<file path="src/rtl/apb_wait_pkg.sv">
// apb_wait_pkg: shared state encoding, counter width and elaboration helpers
package apb_wait_pkg;
  typedef enum logic [1:0] {IDLE, ACCESS, DONE} state_e;
  function automatic int clog2(input int v);
    int r;
    r = 0;
    while ((1 << r) < v) r++;
    return r;
  endfunction
  function automatic int max_of(input int a, input int b);
    return a > b ? a : b;
  endfunction
  localparam int CNT_W = clog2(max_of(15, 9) + 1);
endpackage

</file>
<file path="src/rtl/apb_wait_counter.sv">
// apb_wait_counter: loadable down-counter; zero flags the value being written this edge
module apb_wait_counter
  import apb_wait_pkg::*;
(
  input  logic             clk,
  input  logic             rst_n,
  input  logic             load,
  input  logic [CNT_W-1:0] load_val,
  input  logic             en,
  output logic             zero
);
  logic [CNT_W-1:0] cnt_q, cnt_d;
  always_comb cnt_d = load ? load_val : en ? cnt_q - CNT_W'(1) : cnt_q;
  assign zero = cnt_d == '0;
  always_ff @(posedge clk or negedge rst_n)
    if (!rst_n) cnt_q <= '0;
    else cnt_q <= cnt_d;
endmodule

</file>
<file path="src/rtl/apb_slave_wait_ctrl.sv">
// apb_slave_wait_ctrl: APB3 slave front-end with programmable wait states and memory read latency
module apb_slave_wait_ctrl
  import apb_wait_pkg::*;
#(
  parameter int          amba_addr_depth = 20,
  parameter int          amba_word       = 16,
  parameter int unsigned addr_limit      = 2 ** amba_addr_depth,
  parameter int          wait_states     = 0,
  parameter int          rd_latency      = 1
) (
  input  logic                       PCLK,
  input  logic                       PRESETn,
  input  logic                       PSEL,
  input  logic                       PENABLE,
  input  logic                       PWRITE,
  input  logic [amba_addr_depth-1:0] PADDR,
  input  logic [amba_word-1:0]       PWDATA,
  output logic [amba_word-1:0]       PRDATA,
  output logic                       PREADY,
  output logic                       PSLVERR,
  output logic                       Wena,
  output logic                       Rena,
  output logic [amba_addr_depth-1:0] Addr,
  output logic [amba_word-1:0]       Wdata,
  input  logic [amba_word-1:0]       Rdata_in
);
  localparam int AW1 = amba_addr_depth + 1;
  localparam logic [AW1-1:0]   LIMIT   = AW1'(addr_limit);
  localparam logic [CNT_W-1:0] WR_LOAD = CNT_W'(wait_states);
  localparam logic [CNT_W-1:0] RD_LOAD = CNT_W'(max_of(wait_states, rd_latency + 1));
  localparam logic [CNT_W-1:0] RD_LAT  = CNT_W'(rd_latency);
  state_e                     state_q, state_d;
  logic                       write_q, write_d;
  logic [amba_addr_depth-1:0] addr_q, addr_d;
  logic [amba_word-1:0]       wdata_q, wdata_d, hold_q, hold_d, prdata_q, prdata_d;
  logic [CNT_W-1:0]           acyc_q, acyc_d;
  logic                       pready_q, pready_d, pslverr_q, pslverr_d;
  logic                       wena_q, wena_d, rena_q, rena_d;
  logic                       setup, finish, start, abort, step, err, capture, zero;
  logic [CNT_W-1:0]           load_val;
  assign setup    = PSEL && !PENABLE;
  assign finish   = state_q == ACCESS && pready_q;
  // a setup on the completing edge chains straight into the next access
  assign start    = setup && (state_q == IDLE || finish);
  assign abort    = state_q == ACCESS && !pready_q && !(PSEL && PENABLE);
  assign step     = state_q == ACCESS && !pready_q && !abort;
  assign err      = {1'b0, PADDR} >= LIMIT;
  assign capture  = step && !write_q && acyc_q == RD_LAT;
  assign load_val = err ? '0 : PWRITE ? WR_LOAD : RD_LOAD;
  apb_wait_counter u_cnt (
    .clk     (PCLK),
    .rst_n   (PRESETn),
    .load    (start),
    .load_val(load_val),
    .en      (step),
    .zero    (zero)
  );
  always_comb begin
    state_d   = start ? ACCESS : abort ? IDLE : finish ? DONE : state_q == DONE ? IDLE : state_q;
    write_d   = start ? PWRITE : write_q;
    addr_d    = start ? PADDR : addr_q;
    wdata_d   = start ? PWDATA : wdata_q;
    acyc_d    = start ? '0 : state_q == ACCESS ? acyc_q + CNT_W'(1) : acyc_q;
    hold_d    = (start || abort) ? '0 : capture ? Rdata_in : hold_q;
    pready_d  = (start || step) && zero;
    pslverr_d = start && err;
    // when the final access cycle is also the capture cycle, forward the memory data directly
    prdata_d  = (step && zero && !write_q) ? (capture ? Rdata_in : hold_q) : '0;
    wena_d    = start && !err && PWRITE;
    rena_d    = start && !err && !PWRITE;
  end
  always_ff @(posedge PCLK or negedge PRESETn)
    if (!PRESETn) begin
      state_q   <= IDLE;
      write_q   <= 1'b0;
      addr_q    <= '0;
      wdata_q   <= '0;
      acyc_q    <= '0;
      hold_q    <= '0;
      pready_q  <= 1'b0;
      pslverr_q <= 1'b0;
      prdata_q  <= '0;
      wena_q    <= 1'b0;
      rena_q    <= 1'b0;
    end else begin
      state_q   <= state_d;
      write_q   <= write_d;
      addr_q    <= addr_d;
      wdata_q   <= wdata_d;
      acyc_q    <= acyc_d;
      hold_q    <= hold_d;
      pready_q  <= pready_d;
      pslverr_q <= pslverr_d;
      prdata_q  <= prdata_d;
      wena_q    <= wena_d;
      rena_q    <= rena_d;
    end
  assign PRDATA  = prdata_q;
  assign PREADY  = pready_q;
  assign PSLVERR = pslverr_q;
  assign Wena    = wena_q;
  assign Rena    = rena_q;
  assign Addr    = addr_q;
  assign Wdata   = wdata_q;
endmodule

</file>
<file path="config.mk">
export PLATFORM = sky130hd
export DESIGN_NAME = apb_slave_wait_ctrl
export DESIGN_NICKNAME = d
export VERILOG_FILES = /design/src/rtl/apb_wait_pkg.sv /design/src/rtl/apb_wait_counter.sv /design/src/rtl/apb_slave_wait_ctrl.sv
export SDC_FILE = /design/constraint.sdc
export NUM_CORES = 1
export LEC_CHECK = 0
export CAP_MARGIN = 40
export CORE_ASPECT_RATIO = 1.25
export CORE_MARGIN = 2
export CORE_UTILIZATION = 40
export DETAILED_ROUTE_END_ITERATION = 10
export PLACE_DENSITY_LB_ADDON = 0.12
export SYNTH_ARGS = -nofsm -noshare
export SYNTH_HDL_FRONTEND = slang
export SYNTH_SLANG_ARGS = --single-unit
</file>
<file path="constraint.sdc">
create_clock -name PCLK -period 1.8 [get_ports PCLK]
set_input_delay 0.54 -clock PCLK [delete_from_list [all_inputs] [get_ports PCLK]]
set_output_delay 0.54 -clock PCLK [all_outputs]
set_load 0.02 [all_outputs]
</file>
==> impl_metrics.py, run 1 <==
metrics = {
    "synthesis": {
        "yosysSeqAreaShare_pct": 57.8,
        "synth_area_leaders": "dfrtp_1 (58%), mux2_2 (11%), mux2i_1 (4.8%), nand2_1 (3.6%), nor4_2 (3.5%)",
        "ys_warn_count": 0,
        "synth_top_area_cell": "dfrtp_1",
        "synth-seq-cells": 82,
        "syn-num-nets": 337,
        "synth_cells": 277,
        "synthDistinctLibCells": 38,
        "avgSynthCellArea_um2": 12.8,
        "yosys_most_used_dff": "dfrtp_1",
        "synth_top_area_share_pct": 57.8,
        "async_flop_share_pct": 100,
        "syn-cell-area_um2": 3550,
        "synth_edf_count": 0,
    },
    "layout": {
        "ff_latch_area_um2": 2050,
        "drive_gt1_share_pct": 25.8,
        "syn_to_final_growth_pct": 49.4,
        "fillCellCount": 729,
        "fin_nets": 474,
        "antennaDiodeCount": 0,
        "multi_input_area_um2": 1470,
        "final_core_utilization_pct": 61.3,
    },
    "route": {
        "routedWlPerCell_um": 14.9,
        "drcViolationCount": 0,
        "ant_nets": 0,
        "first_iter_violations": 89,
        "vias_per_cell": 4.81,
        "totalWireLength_um": 7990,
        "dr_total_vias": 2586,
        "firstDrtPassIters": 4,
    },
    "clocking": {
        "htree_levels": 3,
        "cts_buffer_depth": 2,
        "cts_tree": "yes",
        "cts.sinks": 82,
        "numCtsBuffers": 9,
        "path_clk_slew_ns": 0.08,
        "insertion_delay_ns": 0.34,
        "clockRootBuffer": "clkbuf_8",
    },
    "sta": {
        "drv_slew": 0,
        "setup_tns_ns": 0,
        "fin_ws_ns": 0.0683,
        "fin_crit_sh_pct": 96.2,
        "maxClockFrequency_mhz": 577,
        "layout_min_cycle_time_ns": 1.73,
        "clock_skew_ns": 0.0116,
        "finalHoldViolations": 0,
        "finalSetupViolations": 0,
        "rsz0062_at_grt": "true",
    },
    "critical_path": {
        "critical_path.startpoint": "PREADY",
        "crit_family": "buffers and inverters",
        "slowest_stage": "dfrtp_1",
        "max_stage_delay_ns": 0.42,
        "r2r-start": "state_q[0]",
        "end_kind": "output pin",
        "critPathLaunchType": "flop",
        "worstPathArrival_ns": 1.19,
        "rr_endpoint": "PRDATA[15]",
        "critPathRequiredTime_ns": 1.26,
        "r2r_cells": 7,
        "endpoint": "PREADY",
        "regToRegSetupSlack_ns": 0.07,
        "critPathMaxFanout": 4,
        "path_cells": "buf_4 > clkdlybuf4s15_1",
        "crit_cells": 2,
        "worstSetupPathType": "reg2out",
        "crit_buf_inv": 2,
    },
    "hold_path": {
        "hold_path.class": "in2async",
    },
    "run": {
        "maxCapViolations": 0,
    },
    "global_route": {
        "grt_pass1_vias": 2533,
        "grt_pass1_wl_um": 12500,
        "grt_max_degree": 29,
        "antenna_found_initial": 0,
        "globalRoute.totalOverflow": 0,
        "grt_usage_pct": 16.9,
    },
    "floorplanning": {
        "dieArea_um2": 9650,
        "die_y_um": 109,
        "initial_core_util_pct": 41.0,
        "rows": 38,
        "num_io_pins": 113,
        "die_width_um": 88.3,
        "core_um2": 8650,
    },
    "status": {
        "status": "finished clean",
    },
    "placement": {
        "routabilityCongestion": 0.851,
        "io_buffer_count": 111,
        "hpwl_um": 5600,
        "dp_slack_ns": -0.577,
    },
    "power": {
        "max-vdd-ir-drop_uv": 695,
        "p_leak_nw": 2.35,
        "power_density_nw_per_um2": 1050,
    },
}
## state kept, by name, summed over array words and instances, names as in the netlist, 2 cells and up
name,flops
Addr,20
PRDATA,16
Wdata,16
hold_q,16
acyc_q,4
u_cnt.cnt_q,4
state_q,2
## cell type report
type                            count  share of cell area, %
Sequential cell                    82                   38.7
Inverter                            7                  0.495
Clock inverter                      3                   1.23
Clock buffer                       12                   2.55
Tap cell                          120                   2.83
Timing Repair Buffer              144                   26.5
Multi-Input combinational cell    170                   27.8
## worst min-delay path by stage
stage          startpoint       to  slack [ns]
2_1_floorplan     PRESETn  Addr[0]        0.24
3_3_place_gp      PRESETn  Addr[2]        0.49
3_5_place_dp      PRESETn  Addr[2]        0.49
4_1_cts           PRESETn  Addr[2]        0.12
5_1_grt           PRESETn  Addr[2]        0.14
6_report          PRESETn  Addr[2]        0.12
## cells in the final DEF, fill, tap and decap left out, drive strengths merged
master / count
nor2b: 3
nor3b: 1
and4: 1
dfrtp: 82
mux2i: 17
a31oi: 1
clkinv: 1
a21o: 1
nor3: 4
nand2: 34
xnor2: 2
bufinv: 2
a31o: 1
inv: 7
o21bai: 1
ha: 3
dlygate4sd2: 56
nand4bb: 1
nor4: 18
xor2: 4
nor4b: 1
o2111ai: 1
mux2: 36
a221oi: 2
nor2: 7
clkdlybuf4s15: 1
conb: 1
clkdlybuf4s50: 53
nand3: 2
buf: 33
o22ai: 2
bufbuf: 1
a22o: 2
nand2b: 2
a21oi: 18
nand4: 2
and3b: 1
a211oi: 1
clkbuf: 12
## power breakdown
group,switching [mW],total [mW],internal [mW]
Clock,0.622,1.40,0.775
Sequential,0.152,2.26,2.11
Combinational,1.00,1.92,0.911
Total,1.78,5.57,3.79
## layer usage
metal	global-route usage, %	up-vias	share of wire [%]
met1	22.3	1250	44
met4	6.49	0	1.4
met5	0	-	0
li1	-	1249	-
met3	3.23	8	5.0
met2	27.4	79	49
## metrics by stage
step | instance area (um2) | cells | total power [mW] | hold WS, ns
floorplan | 3560 | 277 | 3.37 | 0.244
global placement | 4990 | 519 | 4.20 | 0.487
detailed placement | 4990 | 519 | 4.24 | 0.491
CTS | 5220 | 537 | 5.53 | 0.117
global route | 5310 | 538 | 5.86 | 0.136
finish | 5310 | 538 | 5.57 | 0.124
## synth_stat cells, types with 2 or more instances
| master | number |
|---|---|
| dfrtp_1 | 82 |
| mux2_2 | 36 |
| nand2_1 | 34 |
| a21oi_1 | 18 |
| mux2i_1 | 17 |
| buf_2 | 10 |
| nor4_2 | 10 |
| nor4_1 | 8 |
| inv_1 | 7 |
| nor2_1 | 7 |
| buf_4 | 4 |
| xor2_1 | 4 |
| clkbuf_1 | 3 |
| ha_1 | 3 |
| nor2b_1 | 3 |
| nor3_1 | 3 |
| a221oi_4 | 2 |
| a22o_1 | 2 |
| nand3_1 | 2 |
| nand4_1 | 2 |
| o22ai_1 | 2 |
| xnor2_1 | 2 |
## worst reg2reg max path, delay by kind of cell, from the launching register on
family	cells	cell delay [ns]
and+or+nand+nor	3	0.59
AOI/OAI and AO/OA	1	0.13
DFF	1	0.39
buffers and inverters	3	0.52
## repair_timing
| action | 4_1_cts | 5_1_grt |
|---|---|---|
| resized for setup | 65 | 15 |
| setup buffers | 1 | 1 |
| endpoints found under the setup margin | 108 | 22 |
| gates cloned | 2 | 1 |
| pin swaps | 1 | 2 |
| hold buffers | 0 | 0 |
## cell families (layout without fill, tap and decap cells)
logic type	after synthesis	in the layout	synth area share [%]
compound gates	30	30	6.34
flops	82	82	57.8
other cells	1	1	0.106
buf+inv	25	166	3.63
simple gates	77	77	13.4
xor+xnor	6	6	1.48
fa+ha+maj	3	3	1.06
mux	53	53	16.2
Power figures use the tool's default switching activity.
==> run 2, diff against run 1 <==
--- a/config.mk
+++ b/config.mk
@@ -11,6 +11,7 @@
 export CORE_UTILIZATION = 40
 export DETAILED_ROUTE_END_ITERATION = 10
 export PLACE_DENSITY_LB_ADDON = 0.12
+export SKIP_LAST_GASP = 1
 export SYNTH_ARGS = -nofsm -noshare
 export SYNTH_HDL_FRONTEND = slang
 export SYNTH_SLANG_ARGS = --single-unit
==> run 2 against run 1 <==
- setup slack worse by 0.030 ns
- clock power about the same
- cell area down 0.38%
- register-to-register slack about the same
- critical path depth unchanged
- largest cell class unchanged
==> impl_metrics.py, run 2 (synthesis results as in run 1) <==
metrics = {
    "status": {
        "status": "finished clean",
    },
    "floorplanning": {
        "die_y_um": 109,
        "num_io_pins": 113,
        "dieArea_um2": 9650,
        "rows": 38,
        "core_um2": 8650,
        "die_width_um": 88.3,
        "initial_core_util_pct": 41.0,
    },
    "sta": {
        "rsz0062_at_grt": "true",
        "finalHoldViolations": 0,
        "fin_crit_sh_pct": 97.9,
        "finalSetupViolations": 0,
        "drv_slew": 0,
        "maxClockFrequency_mhz": 567,
        "setup_tns_ns": 0,
        "clock_skew_ns": 0.0122,
        "layout_min_cycle_time_ns": 1.76,
    },
    "critical_path": {
        "end_kind": "output pin",
        "worstPathArrival_ns": 1.22,
        "critPathRequiredTime_ns": 1.26,
        "crit_buf_inv": 2,
        "path_cells": "buf_4 > dlygate4sd2_1",
        "worstSetupPathType": "reg2out",
        "max_stage_delay_ns": 0.42,
        "slowest_stage": "dfrtp_1",
        "critPathLaunchType": "flop",
        "critPathMaxFanout": 4,
        "crit_family": "buffers and inverters",
    },
    "power": {
        "power_density_nw_per_um2": 1050,
        "p_leak_nw": 2.36,
        "max-vdd-ir-drop_uv": 699,
    },
    "route": {
        "firstDrtPassIters": 4,
        "routedWlPerCell_um": 14.7,
        "dr_total_vias": 2581,
        "vias_per_cell": 4.79,
        "ant_nets": 0,
        "drcViolationCount": 0,
        "totalWireLength_um": 7920,
        "first_iter_violations": 87,
    },
    "clocking": {
        "cts_hold_buffers": 0,
        "path_clk_slew_ns": 0.08,
        "numCtsBuffers": 9,
        "clockRootBuffer": "clkbuf_8",
        "cts_buffer_depth": 2,
        "htree_levels": 3,
        "cts.sinks": 82,
        "insertion_delay_ns": 0.34,
        "cts_tree": "yes",
    },
    "global_route": {
        "grt_max_degree": 29,
        "grt_pass1_vias": 2533,
        "antenna_found_initial": 0,
        "globalRoute.totalOverflow": 0,
        "grt_pass1_wl_um": 12500,
        "grt_usage_pct": 16.8,
    },
    "layout": {
        "fin_nets": 475,
        "stdcell_area_um2": 5290,
        "drive_gt1_share_pct": 25.8,
        "fillCellCount": 736,
        "syn_to_final_growth_pct": 48.8,
        "final_cell_mix": "dfrtp_1 (82), dlygate4sd2_1 (57), clkdlybuf4s50_1 (53)",
        "final_core_utilization_pct": 61.1,
        "largest_reg_flops": 20,
        "antennaDiodeCount": 0,
        "final_common_cell": "dfrtp_1",
    },
    "placement": {
        "routabilityCongestion": 0.851,
        "hpwl_um": 5600,
        "placement.cell_area_um2": 4990,
        "io_buffer_count": 111,
    },
    "run": {
        "maxCapViolations": 0,
    },
    "hold_path": {
        "hold_path.class": "in2async",
    },
}
[run 2: timing repair]
action                     CTS  global route
setup endpoints to repair  108            22
gates cloned                 2             0
hold endpoints to repair     0             0
setup buffers                1             3
pin swaps                    1             2
gates resized for setup     64            10
[run 2: area by class of cell]
type | instances | area (um2) | area share (%)
Clock buffer | 12 | 135 | 2.56
Clock inverter | 3 | 65.1 | 1.23
Inverter | 7 | 26.3 | 0.497
Multi-Input combinational cell | 170 | 1440 | 27.3
Sequential cell | 82 | 2050 | 38.8
Tap cell | 120 | 150 | 2.84
Timing Repair Buffer | 145 | 1420 | 26.8
[run 2: power breakdown]
group / total, mW / switching (mW) / internal, mW
registers: 2.25 / 0.147 / 2.11
logic: 1.88 / 0.977 / 0.903
clock network: 1.40 / 0.622 / 0.775
total: 5.53 / 1.75 / 3.78
[run 2: worst register-to-register path: stages (launching register included)]
cell and delay (ns):
dfrtp_1 0.39, nor2b_4 0.14, buf_6 0.13, nor3_4 0.24, buf_6 0.17, o2111ai_4 0.14
buf_6 0.18, nor4_4 0.24
[run 2: routing by layer]
metal	routed length (um)	share of wire, %	vias to the layer above	track usage (%)
met5	0	0	-	0
met4	80	1.0	0	6.49
met3	414	5.2	7	3.23
li1	-	-	1250	-
met2	3940	50	87	27.4
met1	3490	44	1237	22.2
[run 2: through the flow]
stage	hold slack [ns]	cells	setup slack [ns]	total power [mW]
after floorplan	0.244	277	0.00302	3.37
after global placement	0.487	519	-0.537	4.20
after detailed placement	0.491	519	-0.577	4.24
after CTS	0.117	537	-0.00966	5.53
after global routing	0.136	539	-0.0177	5.82
final	0.124	539	0.0378	5.53
[run 2: worst paths after layout]
check,slack (ns),cells after the start,from,endpoint
min reg2reg,0.50,1,Wdata[10],Wdata[10]
max in group asynchronous,1.17,2,PRESETn,Addr[0]
max reg2reg,0.08,7,state_q[0],PRDATA[3]
max,0.04,2,PREADY,PREADY
min in group PCLK,0.50,1,Wdata[10],Wdata[10]
min,0.12,1,PRESETn,Addr[10]
